File: config.mk
export PLATFORM = sky130hd
export DESIGN_NAME = skinscore_packer
export DESIGN_NICKNAME = d
export VERILOG_FILES = /design/src/rtl/skinscore_packer.sv
export SDC_FILE = /design/constraint.sdc
export NUM_CORES = 1
export LEC_CHECK = 0
export BUFFER_PORTS_ARGS = -buffer_cell sky130_fd_sc_hd__buf_2
export CAP_MARGIN = 10
export CORE_MARGIN = 3
export CORE_UTILIZATION = 58
export DETAILED_ROUTE_END_ITERATION = 12
export PLACE_DENSITY = 0.73
export RECOVER_POWER = 100
export REMOVE_ABC_BUFFERS = 1
export SKIP_CTS_REPAIR_TIMING = 1
export SLEW_MARGIN = 5
export SYNTH_ARGS = -nofsm -noshare
export SYNTH_HDL_FRONTEND = slang
export SYNTH_SLANG_ARGS = --single-unit
File: constraint.sdc
create_clock -name clk -period 5 [get_ports clk]
set_input_delay 0.75 -clock clk [delete_from_list [all_inputs] [get_ports clk]]
set_output_delay 0.75 -clock clk [all_outputs]
set_load 0.1 [all_outputs]
File: src/rtl/skinscore_packer.sv
// Packs 8-bit skin scores four per 32-bit word into a fall-through FIFO; a word is visible the cycle after its committing score.
// Scores cannot be stalled: a registered upstream_ready throttles the source, and a word that still meets a full FIFO is dropped and flagged.

module skinscore_fifo #(
   parameter int W     = 37,
   parameter int DEPTH = 16
) (
   input  logic                       clk,
   input  logic                       rst_n,
   input  logic                       push_vld_i,
   input  logic [W-1:0]               push_dat_i,
   output logic                       drop_o,
   output logic                       pop_vld_o,
   input  logic                       pop_rdy_i,
   output logic [W-1:0]               pop_dat_o,
   output logic [$clog2(DEPTH):0]     level_o,
   output logic [$clog2(DEPTH):0]     level_nxt_o
);
   localparam int AW = $clog2(DEPTH);

   logic [W-1:0]  mem_q [DEPTH];
   logic [AW-1:0] rd_ptr_q, rd_ptr_d;
   logic [AW-1:0] wr_ptr_q, wr_ptr_d;
   logic [AW:0]   level_q, level_d;
   logic          pop, full, push_ok;

   // A pop frees the slot at the same edge, so a full FIFO can still take a word.
   always_comb begin
      pop      = (level_q != '0) && pop_rdy_i;
      full     = (level_q == (AW+1)'(DEPTH));
      push_ok  = push_vld_i && (!full || pop);
      drop_o   = push_vld_i && full && !pop;
      rd_ptr_d = rd_ptr_q;
      wr_ptr_d = wr_ptr_q;
      level_d  = level_q;
      if (pop)
         rd_ptr_d = rd_ptr_q + AW'(1);
      if (push_ok)
         wr_ptr_d = wr_ptr_q + AW'(1);
      if (push_ok && !pop)
         level_d = level_q + (AW+1)'(1);
      else if (!push_ok && pop)
         level_d = level_q - (AW+1)'(1);
   end

   always_ff @(posedge clk or negedge rst_n) begin
      if (!rst_n) begin
         rd_ptr_q <= '0;
         wr_ptr_q <= '0;
         level_q  <= '0;
      end else begin
         rd_ptr_q <= rd_ptr_d;
         wr_ptr_q <= wr_ptr_d;
         level_q  <= level_d;
      end
   end

   always_ff @(posedge clk) begin
      if (push_ok)
         mem_q[wr_ptr_q] <= push_dat_i;
   end

   assign pop_vld_o   = (level_q != '0);
   assign pop_dat_o   = pop_vld_o ? mem_q[rd_ptr_q] : '0;
   assign level_o     = level_q;
   assign level_nxt_o = level_d;
endmodule

module skinscore_packer #(
   parameter int FIFO_DEPTH = 16,
   parameter int SKID       = 5
) (
   input  logic                          clk,
   input  logic                          rst,
   input  logic [7:0]                    score_in,
   input  logic                          score_in_valid,
   input  logic                          score_in_last,
   output logic                          upstream_ready,
   output logic [31:0]                   word_out,
   output logic [3:0]                    word_out_keep,
   output logic                          word_out_last,
   output logic                          word_out_valid,
   input  logic                          word_out_ready,
   output logic [$clog2(FIFO_DEPTH):0]   fifo_level,
   output logic                          overflow
);
   typedef enum logic [1:0] {LANE0, LANE1, LANE2, LANE3} lane_e;

   typedef struct packed {
      logic        last;
      logic [3:0]  keep;
      logic [31:0] data;
   } word_t;

   lane_e       lane_q, lane_d;
   logic [31:0] asm_q, asm_d;
   logic        overflow_q, overflow_d;
   logic        uready_q, uready_d;
   logic        commit, drop, head_vld;
   word_t       commit_word, head_word;
   logic [3:0]  keep_now;
   logic [$clog2(FIFO_DEPTH):0] level, level_nxt;

   always_comb begin
      lane_d           = lane_q;
      asm_d            = asm_q;
      commit           = 1'b0;
      keep_now         = 4'b0001;
      commit_word.data = asm_q | (32'(score_in) << {lane_q, 3'b000});
      commit_word.last = score_in_last;
      case (lane_q)
         LANE0:   keep_now = 4'b0001;
         LANE1:   keep_now = 4'b0011;
         LANE2:   keep_now = 4'b0111;
         default: keep_now = 4'b1111;
      endcase
      commit_word.keep = keep_now;
      if (score_in_valid) begin
         if (lane_q == LANE3 || score_in_last) begin
            commit = 1'b1;
            lane_d = LANE0;
            asm_d  = '0;
         end else begin
            asm_d = commit_word.data;
            case (lane_q)
               LANE0:   lane_d = LANE1;
               LANE1:   lane_d = LANE2;
               default: lane_d = LANE3;
            endcase
         end
      end
   end

   skinscore_fifo #(
      .W     ($bits(word_t)),
      .DEPTH (FIFO_DEPTH)
   ) u_fifo (
      .clk         (clk),
      .rst_n       (rst),
      .push_vld_i  (commit),
      .push_dat_i  (commit_word),
      .drop_o      (drop),
      .pop_vld_o   (head_vld),
      .pop_rdy_i   (word_out_ready),
      .pop_dat_o   (head_word),
      .level_o     (level),
      .level_nxt_o (level_nxt)
   );

   // Throttle leaves room for the scores still travelling through the datapath.
   always_comb begin
      overflow_d = overflow_q | drop;
      uready_d   = ((FIFO_DEPTH - int'(level_nxt)) > SKID);
   end

   always_ff @(posedge clk or negedge rst) begin
      if (!rst) begin
         lane_q     <= LANE0;
         asm_q      <= '0;
         overflow_q <= 1'b0;
         uready_q   <= 1'b1;
      end else begin
         lane_q     <= lane_d;
         asm_q      <= asm_d;
         overflow_q <= overflow_d;
         uready_q   <= uready_d;
      end
   end

   assign upstream_ready = uready_q;
   assign overflow       = overflow_q;
   assign fifo_level     = level;
   assign word_out_valid = head_vld;
   assign word_out       = head_word.data;
   assign word_out_keep  = head_word.keep;
   assign word_out_last  = head_word.last;
endmodule
==> metrics.md <==
| Metric | Value |
|---|---|
| Status | `finished, violations left` |
| Violated checks | `capacitance limit, slew limit` |
| Total power draw | `roughly 18 mW` |
| Worst r2r path cells | `6` |
| Asr flop ratio synth | `0.0784` |
| Residual DRC count | `0` |
| Max cap viols | `12` |
| Avg Inst Size Synth | `22.4 um2` |
| Vias in the first global route | `roughly 12000` |
| Total core area | `roughly 41000 um2` |
| First-pass detailed-route iteration total | `5` |
| Largest net degree at the start of global routing | `50` |
| Clock Power Share | `0.268` |
| Area of the die | `44400 um2` |
| Post-Synth XOR/XNOR Area | `0.00324` |
| WL/cell | `28.9 um` |
| Hold slack final | `0.496 ns` |
| Post-synth EDFFs | `576` |
| Die W | `211 um` |
| Ratio of cells with drive above 1 in the final layout | `0.274` |
| Library cells used by synthesis | `39` |
| Crit share post-route | `0.868` |
| RSZ-0062 raised after global routing | `false` |
| Pre-CTS WS | `1.25 ns` |
| Sw frac | `0.371` |
| Synth Flop Type | `edfxtp_1` |
| TritonCTS clock tree | `yes` |
| Initial antenna violation count | `1` |
| Min cycle time layout | `4.34 ns` |
| CP Class | `flip-flop to flip-flop` |
| Final hold viol count | `0` |
| Maximum vdd drop | `0.636 mV` |
| Final core occ | `0.664` |
| Pins Over Slew Limit | `312` |
| Post-synthesis mux area share | `0.170` |
| Root Driver | `clkbuf_16` |
| GRT overflow | `0` |
| Top Metal Used | `met4` |
| GRT Util Overall | `0.238` |
| WHS Endpoint | `asm_q[29]` |
| RR Endpoint | `u_fifo.mem_q[15][2]` |
| 1st-iter DRT viols | `1103` |
| Hpwl dp | `27400 um` |
| Storage cell area | `18500 um2` |
| Cell Area, Synth | `24300 um2` |
| Via count | `roughly 11000` |
| M1 wire length | `21100 um` |
| Layout area overhead | `12.3%` |
| HP Class | `flip-flop to flip-flop` |
| Setup slack, reg-to-reg | `roughly 0.66 ns` |
| Most common cell after layout, fill and taps aside | `edfxtp_1` |
| Complex-gate fraction of the synthesized area | `0.0211` |
| Final std cell area, no fill | `27300 um2` |
| Synth Instances | `1084` |
| Met3 routed WL | `roughly 3800 um` |
| Crit. End Element | `flip-flop` |
| Psw | `around 6.6 mW` |
| Min-delay src | `asm_q[29]` |
| Cell Pwr Density | `652 nW/um2` |
| Final setup fails | `0` |
| Worst slew margin | `-0.945` |
| I/O pin count | `58` |
| Avg Vias per Cell | `6.50` |
| Die height | `211 um` |
| Simple-gate portion of the synthesized area | `0.0264` |
| CTS HTree Levels | `2` |
| CTS Buf Count | `between 50 and 60` |
| WL final | `50700 um` |
| Final antenna-violating net count | `0` |
| Synth warnings | `0` |
| FF-to-FF Start | `u_fifo.level_o[1]` |
| GPL Wtd Cong | `0.759` |
| Setup crit start | `u_fifo.level_o[1]` |
| Sequential Power Share | `0.372` |
| Combinational family with the most area after synthesis | `multiplexers` |
| FP Rows | `74` |
| CTS clk-pin slew, worst paths | `0.06 ns` |
| Hold-critical path depth | `1` |
| DP Area | `25300 um2` |
| Multi-input gate area | `5450 um2` |
| Static Leakage | `9.29 nW` |
| Clock Latency Late Sink | `0.61 ns` |
| Achievable Freq | `0.230 GHz` |
| Seq/Total Area, Yosys | `0.762` |
| CP arrival | `about 4.5 ns` |
| Worst Path Required | `between 5 and 6 ns` |
| #FFs+latches synth | `625` |
| I/O Buffers | `57` |
| CTS Buffer Depth | `3` |
| Share of total power in combinational logic | `0.360` |
| Final #Nets | `about 1200` |
| Most frequent cells in the layout | `edfxtp_1 (576), mux4_2 (161), clkbuf_16 (59)` |
| Slew @ Worst Pin | `2.92 ns` |
| First-pass GRT wire length | `roughly 77000 um` |
| Initial core utilization | `0.592` |
| Worst Setup Start Kind | `flip-flop` |
| Clock Skew | `0.0252 ns` |
| CP max FO | `36` |
| Met2 Wirelength | `24800 um` |
| Cell-internal power | `11.2 mW` |
| Clk sinks | `625` |
| Fillers | `approximately 2600` |
| Setup slack after layout | `0.659 ns` |
| Adder-cell share of the synthesized area | `0.00360` |
## cells in the mapped netlist (all sizes together) (3+ instances only)
cell type    n  area [um2]
inv          9        33.8
nand2       15        56.3
and3         5        31.3
o21ai       29         145
buf         25         185
nand4        4        25.0
clkbuf      31         118
edfxtp     576       17300
dfrtp       48        1200
nor2b        3        18.8
ha           7        87.6
and2        58         363
a21o        33         248
xnor2        7        61.3
nor2        29         109
mux4       180        4130
a21oi        6        30.0
## stage by stage
| step | std cells | TNS (ns) |
|---|---|---|
| 3_5_place_dp | 1643 | 0 |
| 6_report | 1755 | 0 |
| 2_1_floorplan | 1028 | -107.49 |
| 5_1_grt | 1755 | 0 |
| 3_3_place_gp | 1643 | 0 |
| 4_1_cts | 1753 | 0 |
## logic make-up after synthesis
family          count (synthesis)
mux                           181
flops                         625
buf+inv                        65
compound gates                 77
xor+xnor                        9
fa+ha+maj                       7
simple gates                  120
## power by group through the flow
stage	sequential [mW]	combinational, mW	clock, mW
finish	6.63	6.41	4.78
global route	6.69	6.72	5.04
CTS	6.64	6.50	4.85
floorplan	7.07	5.08	0
detailed placement	6.74	6.48	0
global placement	6.72	6.44	0
## flip-flops by register name (all words and copies together) (netlist names)
register	cells
asm_q	32
u_fifo.mem_q	576
lane_q	2
upstream_ready	1
u_fifo.level_o	5
u_fifo.wr_ptr_q	4
u_fifo.rd_ptr_q	4
overflow	1
## metal layers
layer  GRT usage  vias to the layer above
met2       0.375                      505
li1            -                     4695
met1       0.364                     6127
met4      0.0600                        0
met5           0                        -
met3      0.0339                       74
## area by class of cell
type / instances / area share
Tap cell: 532 / 0.0244
Antenna cell: 1 / 0.0000916
Multi-Input combinational cell: 394 / 0.200
Clock inverter: 33 / 0.0178
Clock buffer: 77 / 0.0595
Inverter: 9 / 0.00124
Sequential cell: 625 / 0.679
Timing Repair Buffer: 84 / 0.0187
## how the worst max path moves through the flow
stage	cells past startpoint	slack, ns	end
2_1_floorplan	3	-3.00	word_out_last
3_3_place_gp	6	1.31	u_fifo.mem_q[7][26]
3_5_place_dp	6	1.25	u_fifo.mem_q[5][33]
4_1_cts	6	0.72	word_out_keep[2]
5_1_grt	6	0.33	u_fifo.mem_q[7][28]
6_report	6	0.66	u_fifo.mem_q[15][2]
## worst max-delay path, cell delays in order, from the launching register on
cell and delay [ns]:
dfrtp_1 0.46, inv_1 0.10, ha_1 0.24, nor3b_1 0.17, a211oi_1 0.90, and3_1 0.32
and2_1 1.70
Note: power is estimated with default switching activity, not from simulation.
